===== src/rtl/btn_evt_pkg.sv =====
`default_nettype none
// ============================================================================
// Module      : btn_evt_pkg
// Description : Shared types, code offsets and helpers for btn_evt_sched.
//               BTN_RELEASE_EVT_EN adds the release event kind.
// Revision    : 1.0 - initial release
// ============================================================================
package btn_evt_pkg;

    typedef enum logic [0:0] {
        IDLE = 1'b0,
        SEND = 1'b1
    } state_t;

    localparam logic [7:0] PRESS_OFS = 8'h00;
    localparam logic [7:0] REL_OFS   = 8'h10;
    localparam logic [7:0] LONG_OFS  = 8'h20;

    // Kind index doubles as priority: lower index is served first.
    localparam int KIND_PRESS = 0;
    localparam int KIND_LONG  = 1;
    localparam int KIND_REL   = 2;

`ifdef BTN_RELEASE_EVT_EN
    localparam int N_KIND = 3;
`else
    localparam int N_KIND = 2;
`endif

    function automatic int clog2(input int value);
        int r;
        r = 0;
        while ((1 << r) < value) r = r + 1;
        return r;
    endfunction

endpackage
`default_nettype wire


===== src/rtl/btn_evt_track.sv =====
`default_nettype none
// ============================================================================
// Module      : btn_evt_track
// Description : Per-button edge detect, hold counter and pending event flags.
//               BTN_RELEASE_EVT_EN adds the release flag.
// Revision    : 1.0 - initial release
// ============================================================================
module btn_evt_track
    import btn_evt_pkg::*;
#(
    parameter int LONG_CYC = 10,
    parameter int CNT_W    = 4
) (
    input  logic              clk,
    input  logic              rst,
    input  logic              i_armed,
    input  logic              i_lvl,
    input  logic [N_KIND-1:0] i_clr,
    output logic [N_KIND-1:0] o_pend,
    output logic              o_ovf_evt
);

    logic              r_prev;
    logic [CNT_W-1:0]  r_cnt;
    logic [N_KIND-1:0] r_pend;
    logic [N_KIND-1:0] w_set;

    always_comb begin
        w_set             = '0;
        w_set[KIND_PRESS] = i_armed & i_lvl & ~r_prev;
        w_set[KIND_LONG]  = i_armed & i_lvl & (r_cnt == CNT_W'(LONG_CYC - 1));
`ifdef BTN_RELEASE_EVT_EN
        w_set[KIND_REL]   = i_armed & ~i_lvl & r_prev;
`endif
    end

    always_ff @(posedge clk or posedge rst) begin
        if (rst) begin
            r_prev <= 1'b0;
            r_cnt  <= '0;
            r_pend <= '0;
        end else begin
            r_prev <= i_lvl;
            if (!i_lvl)
                r_cnt <= '0;
            else if (r_cnt != CNT_W'(LONG_CYC))
                r_cnt <= r_cnt + CNT_W'(1);
            // A set in the same cycle as a grant keeps the flag up.
            r_pend <= (r_pend & ~i_clr) | w_set;
        end
    end

    assign o_pend    = r_pend;
    assign o_ovf_evt = |(w_set & r_pend & ~i_clr);

endmodule
`default_nettype wire


===== src/rtl/btn_evt_sched.sv =====
`default_nettype none
// ============================================================================
// Module      : btn_evt_sched
// Description : Round-robin scheduler of button events onto a byte channel.
//               BTN_RELEASE_EVT_EN enables release events.
// Revision    : 1.0 - initial release
// ============================================================================
module btn_evt_sched
    import btn_evt_pkg::*;
#(
    parameter int         N_BTN     = 4,
    parameter int         CLK_HZ    = 50_000_000,
    parameter int         LONG_MS   = 1000,
    parameter logic [7:0] BASE_CODE = 8'h41
) (
    input  logic             clk,
    input  logic             rst,
    input  logic [N_BTN-1:0] btn_lvl,
    input  logic             tx_ready,
    output logic             tx_valid,
    output logic [7:0]       tx_data,
    output logic [N_BTN-1:0] pend,
    output logic             ovf
);

    localparam int c_long_cyc = (CLK_HZ / 1000) * LONG_MS;
    localparam int c_cnt_w    = clog2(c_long_cyc + 1);
    localparam int c_rr_w     = (N_BTN > 1) ? clog2(N_BTN) : 1;

    state_t              r_state;
    state_t              w_state_nxt;
    logic                r_armed;
    logic                r_ovf;
    logic                r_tx_valid;
    logic [7:0]          r_tx_data;
    logic [c_rr_w-1:0]   r_rr;

    logic [N_KIND-1:0]   w_flags [N_BTN];
    logic [N_KIND-1:0]   w_clr   [N_BTN];
    logic [N_BTN-1:0]    w_ovf_evt;
    logic                w_any;
    logic                w_grant;
    logic [c_rr_w-1:0]   w_sel;
    logic [1:0]          w_kind;
    logic [7:0]          w_ofs;
    logic [7:0]          w_code;

    generate
        for (genvar i = 0; i < N_BTN; i++) begin : g_btn
            btn_evt_track #(
                .LONG_CYC (c_long_cyc),
                .CNT_W    (c_cnt_w)
            ) u_track (
                .clk       (clk),
                .rst       (rst),
                .i_armed   (r_armed),
                .i_lvl     (btn_lvl[i]),
                .i_clr     (w_clr[i]),
                .o_pend    (w_flags[i]),
                .o_ovf_evt (w_ovf_evt[i])
            );
            assign pend[i] = |w_flags[i];
        end
    endgenerate

    // Scan starts one past the last winner so every button gets a turn.
    always_comb begin
        int idx;
        idx    = 0;
        w_any  = 1'b0;
        w_sel  = '0;
        w_kind = '0;
        for (int k = 0; k < N_BTN; k++) begin
            idx = int'(r_rr) + 1 + k;
            if (idx >= N_BTN) idx = idx - N_BTN;
            if (!w_any && (|w_flags[idx])) begin
                w_any = 1'b1;
                w_sel = c_rr_w'(idx);
                for (int j = N_KIND - 1; j >= 0; j--)
                    if (w_flags[idx][j]) w_kind = 2'(j);
            end
        end
    end

    always_comb begin
        case (w_kind)
            2'(KIND_LONG): w_ofs = LONG_OFS;
            2'(KIND_REL):  w_ofs = REL_OFS;
            default:       w_ofs = PRESS_OFS;
        endcase
        w_code = BASE_CODE + w_ofs + 8'(w_sel);
    end

    always_comb begin
        w_state_nxt = r_state;
        w_grant     = 1'b0;
        case (r_state)
            IDLE: begin
                if (w_any) begin
                    w_grant     = 1'b1;
                    w_state_nxt = SEND;
                end
            end
            SEND: begin
                if (tx_ready) w_state_nxt = IDLE;
            end
            default: w_state_nxt = IDLE;
        endcase
    end

    always_comb begin
        for (int i = 0; i < N_BTN; i++) begin
            w_clr[i] = '0;
            for (int j = 0; j < N_KIND; j++)
                w_clr[i][j] = w_grant && (w_sel == c_rr_w'(i)) && (w_kind == 2'(j));
        end
    end

    always_ff @(posedge clk or posedge rst) begin
        if (rst)
            r_state <= IDLE;
        else
            r_state <= w_state_nxt;
    end

    always_ff @(posedge clk or posedge rst) begin
        if (rst) begin
            r_armed    <= 1'b0;
            r_ovf      <= 1'b0;
            r_tx_valid <= 1'b0;
            r_tx_data  <= 8'h00;
            r_rr       <= '0;
        end else begin
            r_armed <= 1'b1;
            r_ovf   <= r_ovf | (|w_ovf_evt);
            if (w_grant) begin
                r_tx_valid <= 1'b1;
                r_tx_data  <= w_code;
                r_rr       <= w_sel;
            end else if ((r_state == SEND) && tx_ready) begin
                r_tx_valid <= 1'b0;
            end
        end
    end

    assign tx_valid = r_tx_valid;
    assign tx_data  = r_tx_data;
    assign ovf      = r_ovf;

endmodule
`default_nettype wire

===== config.mk =====
export PLATFORM = sky130hd
export DESIGN_NAME = btn_evt_sched
export DESIGN_NICKNAME = d
export VERILOG_FILES = /design/src/rtl/btn_evt_pkg.sv /design/src/rtl/btn_evt_track.sv /design/src/rtl/btn_evt_sched.sv
export SDC_FILE = /design/constraint.sdc
export NUM_CORES = 1
export LEC_CHECK = 0
export ABC_AREA = 1
export CELL_PAD_IN_SITES_DETAIL_PLACEMENT = 0
export CELL_PAD_IN_SITES_GLOBAL_PLACEMENT = 2
export CORE_MARGIN = 2
export CORE_UTILIZATION = 33
export CTS_CLUSTER_SIZE = 28
export DETAILED_ROUTE_END_ITERATION = 8
export PLACE_DENSITY = 0.79
export SLEW_MARGIN = 20
export SYNTH_ARGS = -nofsm -noshare
export SYNTH_HDL_FRONTEND = slang
export SYNTH_SLANG_ARGS = --single-unit

===== constraint.sdc =====
create_clock -name clk -period 4.5 [get_ports clk]
set_clock_uncertainty 0.2 [all_clocks]
set_input_delay 0.9 -clock clk [delete_from_list [all_inputs] [get_ports clk]]
set_output_delay 0.9 -clock clk [all_outputs]
set_load 0.05 [all_outputs]

==> results of run 1 <==
## synth_stat cells, drive strengths merged, types with 2 or more instances
master / number / share of area, %
conb: 2 / 0.10
a31oi: 14 / 1.2
buf: 9 / 1.3
dfrtp: 127 / 44
clkbuf: 9 / 0.47
nand3: 63 / 4.7
or2: 3 / 0.26
xor2: 12 / 1.5
o21ai: 69 / 4.9
nand3b: 2 / 0.21
nor3b: 2 / 0.21
nand2: 220 / 12
nor3: 48 / 4.0
o21a: 4 / 0.42
inv: 131 / 7.0
ha: 12 / 2.1
a211oi: 4 / 0.42
nor4: 17 / 1.5
a311oi: 2 / 0.24
nand4: 22 / 2.0
nor2: 102 / 6.0
a21oi: 58 / 4.0
## report_power, final
part / leakage, µW / switching [µW] / total [µW] / internal (µW)
Sequential: 0.00171 / 107 / 1330 / 1230
Combinational: 0.00171 / 920 / 1320 / 402
Clock: 0.000310 / 520 / 1510 / 992
Total: 0.00373 / 1550 / 4170 / 2620
## critical path, delay by kind of cell, from the launching register on
family / cells / cell delay (ps)
AOI/OAI and AO/OA: 2 / 630
adders and majority gates: 1 / 280
buffers and inverters: 1 / 150
DFF: 1 / 710
and+or+nand+nor: 10 / 1020
## through the flow
step	worst slack, ps	util [%]
finish	1389	39.00
CTS	1398	39.00
global placement	1457	35.99
detailed placement	1408	35.99
global route	1032	39.00
floorplan	15.71	-
## worst paths after layout
| kind | start | endpoint | slack [ps] |
|---|---|---|---|
| worst max-delay path | r_rr[0]$_DFFE_PP0N_ | ovf$_DFF_PP0_ | 1390 |
| worst min-delay path | r_state$_DFF_PP0_ | tx_valid$_DFFE_PP0P_ | 250 |
| worst max register to register | r_rr[0]$_DFFE_PP0N_ | ovf$_DFF_PP0_ | 1390 |
| worst min register to register | r_state$_DFF_PP0_ | tx_valid$_DFFE_PP0P_ | 250 |
| max in group asynchronous | rst | g_btn[1].u_track.r_cnt[3]$_DFFE_PP0P_ | 2520 |
| min in group asynchronous | rst | g_btn[2].u_track.r_cnt[23]$_DFFE_PP0P_ | 790 |
## state kept, by name, indices dropped and copies added, names as in the netlist
register              cells
g_btn.u_track.o_pend      8
g_btn.u_track.r_cnt     104
g_btn.u_track.r_prev      4
ovf                       1
r_armed                   1
r_rr                      2
r_state                   1
tx_data                   5
tx_valid                  1
## cells by family after synthesis
| kind of cell | Yosys count |
|---|---|
| AO/OA/AOI/OAI | 155 |
| AND/OR/NAND/NOR | 481 |
| buffers and inverters | 150 |
| flip-flops | 127 |
| XOR/XNOR | 12 |
| adder cells (fa/ha/maj) | 12 |
| other | 2 |
## routing by layer
layer  up-vias  track usage [%]
li1       3151                -
met1      2750            23.25
met2        55            22.69
met3        14            2.844
met4         0            5.187
met5         -                0
## layout make-up
cell class              instances  share of cell area, %
multi-input cells             664                  40.91
flip-flops and latches        127                  38.53
inverters                     132                  6.188
clock buffers                  20                  5.415
well taps                     275                  4.171
repair buffers                 20                  2.487
clock inverters                12                  2.305
==> results.md, run 1 <==
* Status: finished clean
* Overall routing resource usage at 15.59%
* Area Overhead vs Synth at 14.94%
* H-tree level count at 4
* Clk Latency, worst-skew pair at 420 ps
* Fill cells at 2193
* Initial antenna violation count at 0
* CP endpoint kind: flop
* Least-Margin Pin Slew at 771.7 ps
* Row cnt at 53
* Via count at 5970
* Router iterations before antenna repair at 4
* Crit-path cells: inv_6, nand2_1, nand3_1, nand2_1, nand2_4, nor2_8, nand3_1, o21ai_0, ha_1, nand3_1, o21ai_1, nand2_1, nor2_1, nand3_1
* WP data arrival at 3210 ps
* CP startpoint kind: flop
* Chip height at 151.5 µm
* Post-Route WL at 16.27 mm
* FFs w/ async S/R, synth at 100.0%
* Hold path depth at 1
* Vias/cell at 4.776
* Share of layout cells above drive strength 1 at 8.821%
* Ys Warns at 0
* Crit-path max FO at 17
* Reg2Reg Depth at 14
* Mapped cell area at 7177 µm²
* Placed Cells at 1218
* Bufs on Longest Clock Path at 2
* Post-Syn Instances at 939
* Peak Freq at 321.5 MHz
* Largest family of logic cells by synthesized area: simple AND/OR/NAND/NOR gates
* Slowest stage delay, CP at 710 ps
* Initial Util at 33.93%
* Avg WL per Cell at 13.02 µm
* Layout Cells excl Fill at 1250
* Global route total overflow at 0
* Register bit total from synthesis at 127
* Clk slew on worst S/H paths at 50 ps
* Multi-input logic area at 3374 µm²
* PostCTS Resize Cnt at 0
* Root Buffer Master: clkbuf_16
* Die X at 151.5 µm
* Synth Area in Simple Gates at 31.47%
* Die area at 22940 µm²
* WP data required at 4600 ps
* DRT iter0 DRCs at 294
* Area after DPL at 7612 µm²
* Synth Area in XOR/XNOR at 1.464%
* Vias in the first global route at 5749
* CTS tree: done
* WL met1 at 8.939 mm
* Antenna-violating nets left at 0
* Number of flops mapped to enable cells by yosys at 0
* Most common cell after layout, fill and taps aside: nand2_1
* Post-CTS setup buffers at 0
* Pin count of the biggest net entering global routing at 80
* DR top layer: met4
* Cts hold-fix bufs at 0
* TritonCTS buffer count at 17
* Tot Pwr at 4168 µW
* Final instance area at 8249 µm²
* Hold Violations, Final at 0
* Post-Route Setup TNS at 0 ps
* DP Wirelength at 11.63 mm
* RD Place Congestion at 0.8115
* Post-synthesis mux area share at 0%
* Met2 WL post-DR at 6.780 mm
* Synth Area in Adders at 2.092%
* Hold WS at 246.4 ps
* Post-synthesis sequential area ratio at 44.28%
* Fin. max-slew vios at 0
* Register area at 3178 µm²
* Metal3 WL at 397 µm
* Post-synthesis compound-gate area fraction at 11.79%
* Crit share post-route at 69.13%
* Power Density at 505.3 nW/µm²
* DRC at 0
* Post-layout min period at 3111 ps
* Min-Delay Path Class: reg2reg
* Port Buffers at 17
* Max-cap violations at 0
* Ant diodes at 0
* Synth Area per Inst at 7.643 µm²
* Leakage power at 0.003727 µW
* Nets at 981
* Most frequent cells in the layout: nand2_1, dfrtp_1, inv_1
* Most used cell, CP: nand3_1
* Slew margin rel. at 48.55%
* Post-synthesis cell type count at 45
* VDD IR-drop max at 0.0002427 V
* Core Area at 21150 µm²
* Critical path type: reg2reg
* Clk sinks at 127
* Crit-path slowest cell: dfrtp_1
* First-pass GRT wire length at 28.52 mm
* Ports at 21
* Most used flip-flop cell after synthesis: dfrtp_1
* Endpoints failing setup at 0
* RSZ-0062 raised after global routing: false
Note: power is estimated with default switching activity, not from simulation.
==> run 2, diff against run 1 <==
Settings changed: CORE_UTILIZATION 33 to 37, PLACE_DENSITY 0.79 to 0.84.
Clock period 4.5 ns to 3 ns, I/O delays scaled along.
==> run 2 against run 1 <==
Against the previous run:
- combinational power is 61% higher
- final cell count fell by 0.24%
- register-to-register slack got worse by 1100 ps
- critical path type is now reg2out
==> results.md, run 2 (same netlist as run 1, synthesis figures left out) <==
* Hold path depth at 1
* DRT iter0 DRCs at 332
* Register area at 3179 µm²
* CP endpoint kind: output pin
* Post-Route Setup TNS at 0 ps
* Peak Freq at 357.4 MHz
* Overall routing resource usage at 17.50%
* Initial antenna violation count at 1
* RSZ-0062 raised after global routing: false
* Clk sinks at 127
* Multi-input logic area at 3378 µm²
* Layout Cells excl Fill at 1247
* Slowest stage delay, CP at 790 ps
* Crit-path slowest cell: clkdlybuf4s50_1
* Final Core Density at 44.10%
* Placed Cells at 1214
* Pin count of the biggest net entering global routing at 44
* Antenna-violating nets left at 0
* CP startpoint kind: flop
* Port Buffers at 17
* Max-cap violations at 0
* Nets at 992
* TritonCTS buffer count at 17
* Most frequent cells in the layout: nand2_1, dfrtp_1, inv_1
* Clk slew on worst S/H paths at 60 ps
* Fin. max-slew vios at 0
* Slew margin rel. at 60.63%
* Min-Delay Path Class: reg2reg
* H-tree level count at 4
* Reg2Reg Depth at 18
* Max FFs per register at 104
* Crit share post-route at 93.25%
* Reg with most FFs: g_btn.u_track.r_cnt
* Core Area at 18890 µm²
* Most common cell after layout, fill and taps aside: nand2_1
* Hold Violations, Final at 0
* DP Wirelength at 11.96 mm
* Post-CTS setup buffers at 0
* Vias in the first global route at 5817
* Clk Latency, worst-skew pair at 420 ps
* WP data required at 2200 ps
* Area Overhead vs Synth at 16.09%
* Power Density at 758.9 nW/µm²
* Least-Margin Pin Slew at 589.3 ps
* Global route total overflow at 0
* Post-layout min period at 2798 ps
* Hold WS at 245.7 ps
* Crit-path max FO at 4
* CTS tree: done
* Via count at 6083
* RD Place Congestion at 0.8128
* Vias/cell at 4.878
* First-pass GRT wire length at 28.48 mm
* VDD IR-drop max at 0.0004088 V
* Router iterations before antenna repair at 4
* Die X at 143.3 µm
* Leakage power at 0.003767 µW
* Post-Route WL at 16.25 mm
* Share of layout cells above drive strength 1 at 9.939%
* Initial Util at 37.99%
* Root Buffer Master: clkbuf_16
* Status: finished clean
* Ports at 21
* Fill cells at 1979
* Endpoints failing setup at 0
* Critical path type: reg2out
* Avg WL per Cell at 13.03 µm
* DRC at 0
* Die area at 20530 µm²
* WP data arrival at 2000 ps
* Crit-path cells: inv_1, buf_4, nand2_1, clkdlybuf4s50_1
* Row cnt at 50
* Chip height at 143.3 µm
* Bufs on Longest Clock Path at 2
-- run 2: cell count changes in the layout (fill, tap and decap cells not counted), moves of 2 or more --
cell,before,now
clkinv_2,5,2
buf_4,2,11
clkinvlp_4,2,5
buf_12,1,3
o21ai_0,63,61
-- run 2: worst paths after layout --
path | startpoint | end | slack (ps)
setup / recovery | g_btn[3].u_track.o_pend[1]$_DFF_PP0_ | pend[3] | 200
hold / removal | r_state$_DFF_PP0_ | tx_valid$_DFFE_PP0P_ | 250
min in group asynchronous | rst | g_btn[2].u_track.r_cnt[22]$_DFFE_PP0P_ | 390
setup reg to reg | r_rr[0]$_DFFE_PP0N_ | ovf$_DFF_PP0_ | 280
max in group asynchronous | rst | g_btn[0].u_track.r_cnt[22]$_DFFE_PP0P_ | 1570
hold reg to reg | r_state$_DFF_PP0_ | tx_valid$_DFFE_PP0P_ | 250
-- run 2: critical path: cells and delay by family, from the launching register on --
kind | cells | cell delay, ps
buffers and inverters | 3 | 1070
flip-flops | 1 | 430
AND/OR/NAND/NOR | 1 | 70
-- run 2: timing repair --
item,CTS,global route
gates resized for setup,0,4
setup endpoints to repair,0,7
hold buffers,0,0
-- run 2: through the flow --
| step | instance area, µm² | total power [µW] | setup WS [ps] |
|---|---|---|---|
| after floorplan | 7188 | 3627 | 565.9 |
| after global placement | 7700 | 4154 | 97.13 |
| after CTS | 8324 | 6378 | 56.74 |
| after global routing | 8332 | 6741 | 4.426 |
| after detailed placement | 7700 | 4128 | 73.84 |
| final | 8332 | 6323 | 202.4 |
-- run 2: report_power, final --
part           switching [µW]  internal (µW)  total (µW)  leakage (µW)
clock network             774           1430        2210      0.000292
registers                 145           1840        1990       0.00171
logic                    1460            665        2130       0.00177
total                    2380           3940        6320       0.00377
-- run 2: final cells by class --
type / instances / area share, %
diodes: 1 / 0.03003
clock buffers: 22 / 5.571
clock inverters: 10 / 1.922
inverters: 132 / 6.112
multi-input cells: 664 / 40.55
flip-flops and latches: 127 / 38.16
well taps: 260 / 3.904
repair buffers: 31 / 3.754
-- run 2: routing by layer --
layer	vias to the layer above	share of wire, %	global-route usage (%)
li1	3180	-	-
met1	2807	53	25.03
met2	75	42	25.99
met3	21	2.9	3.957
met4	0	1.9	6.192
met5	-	0	0
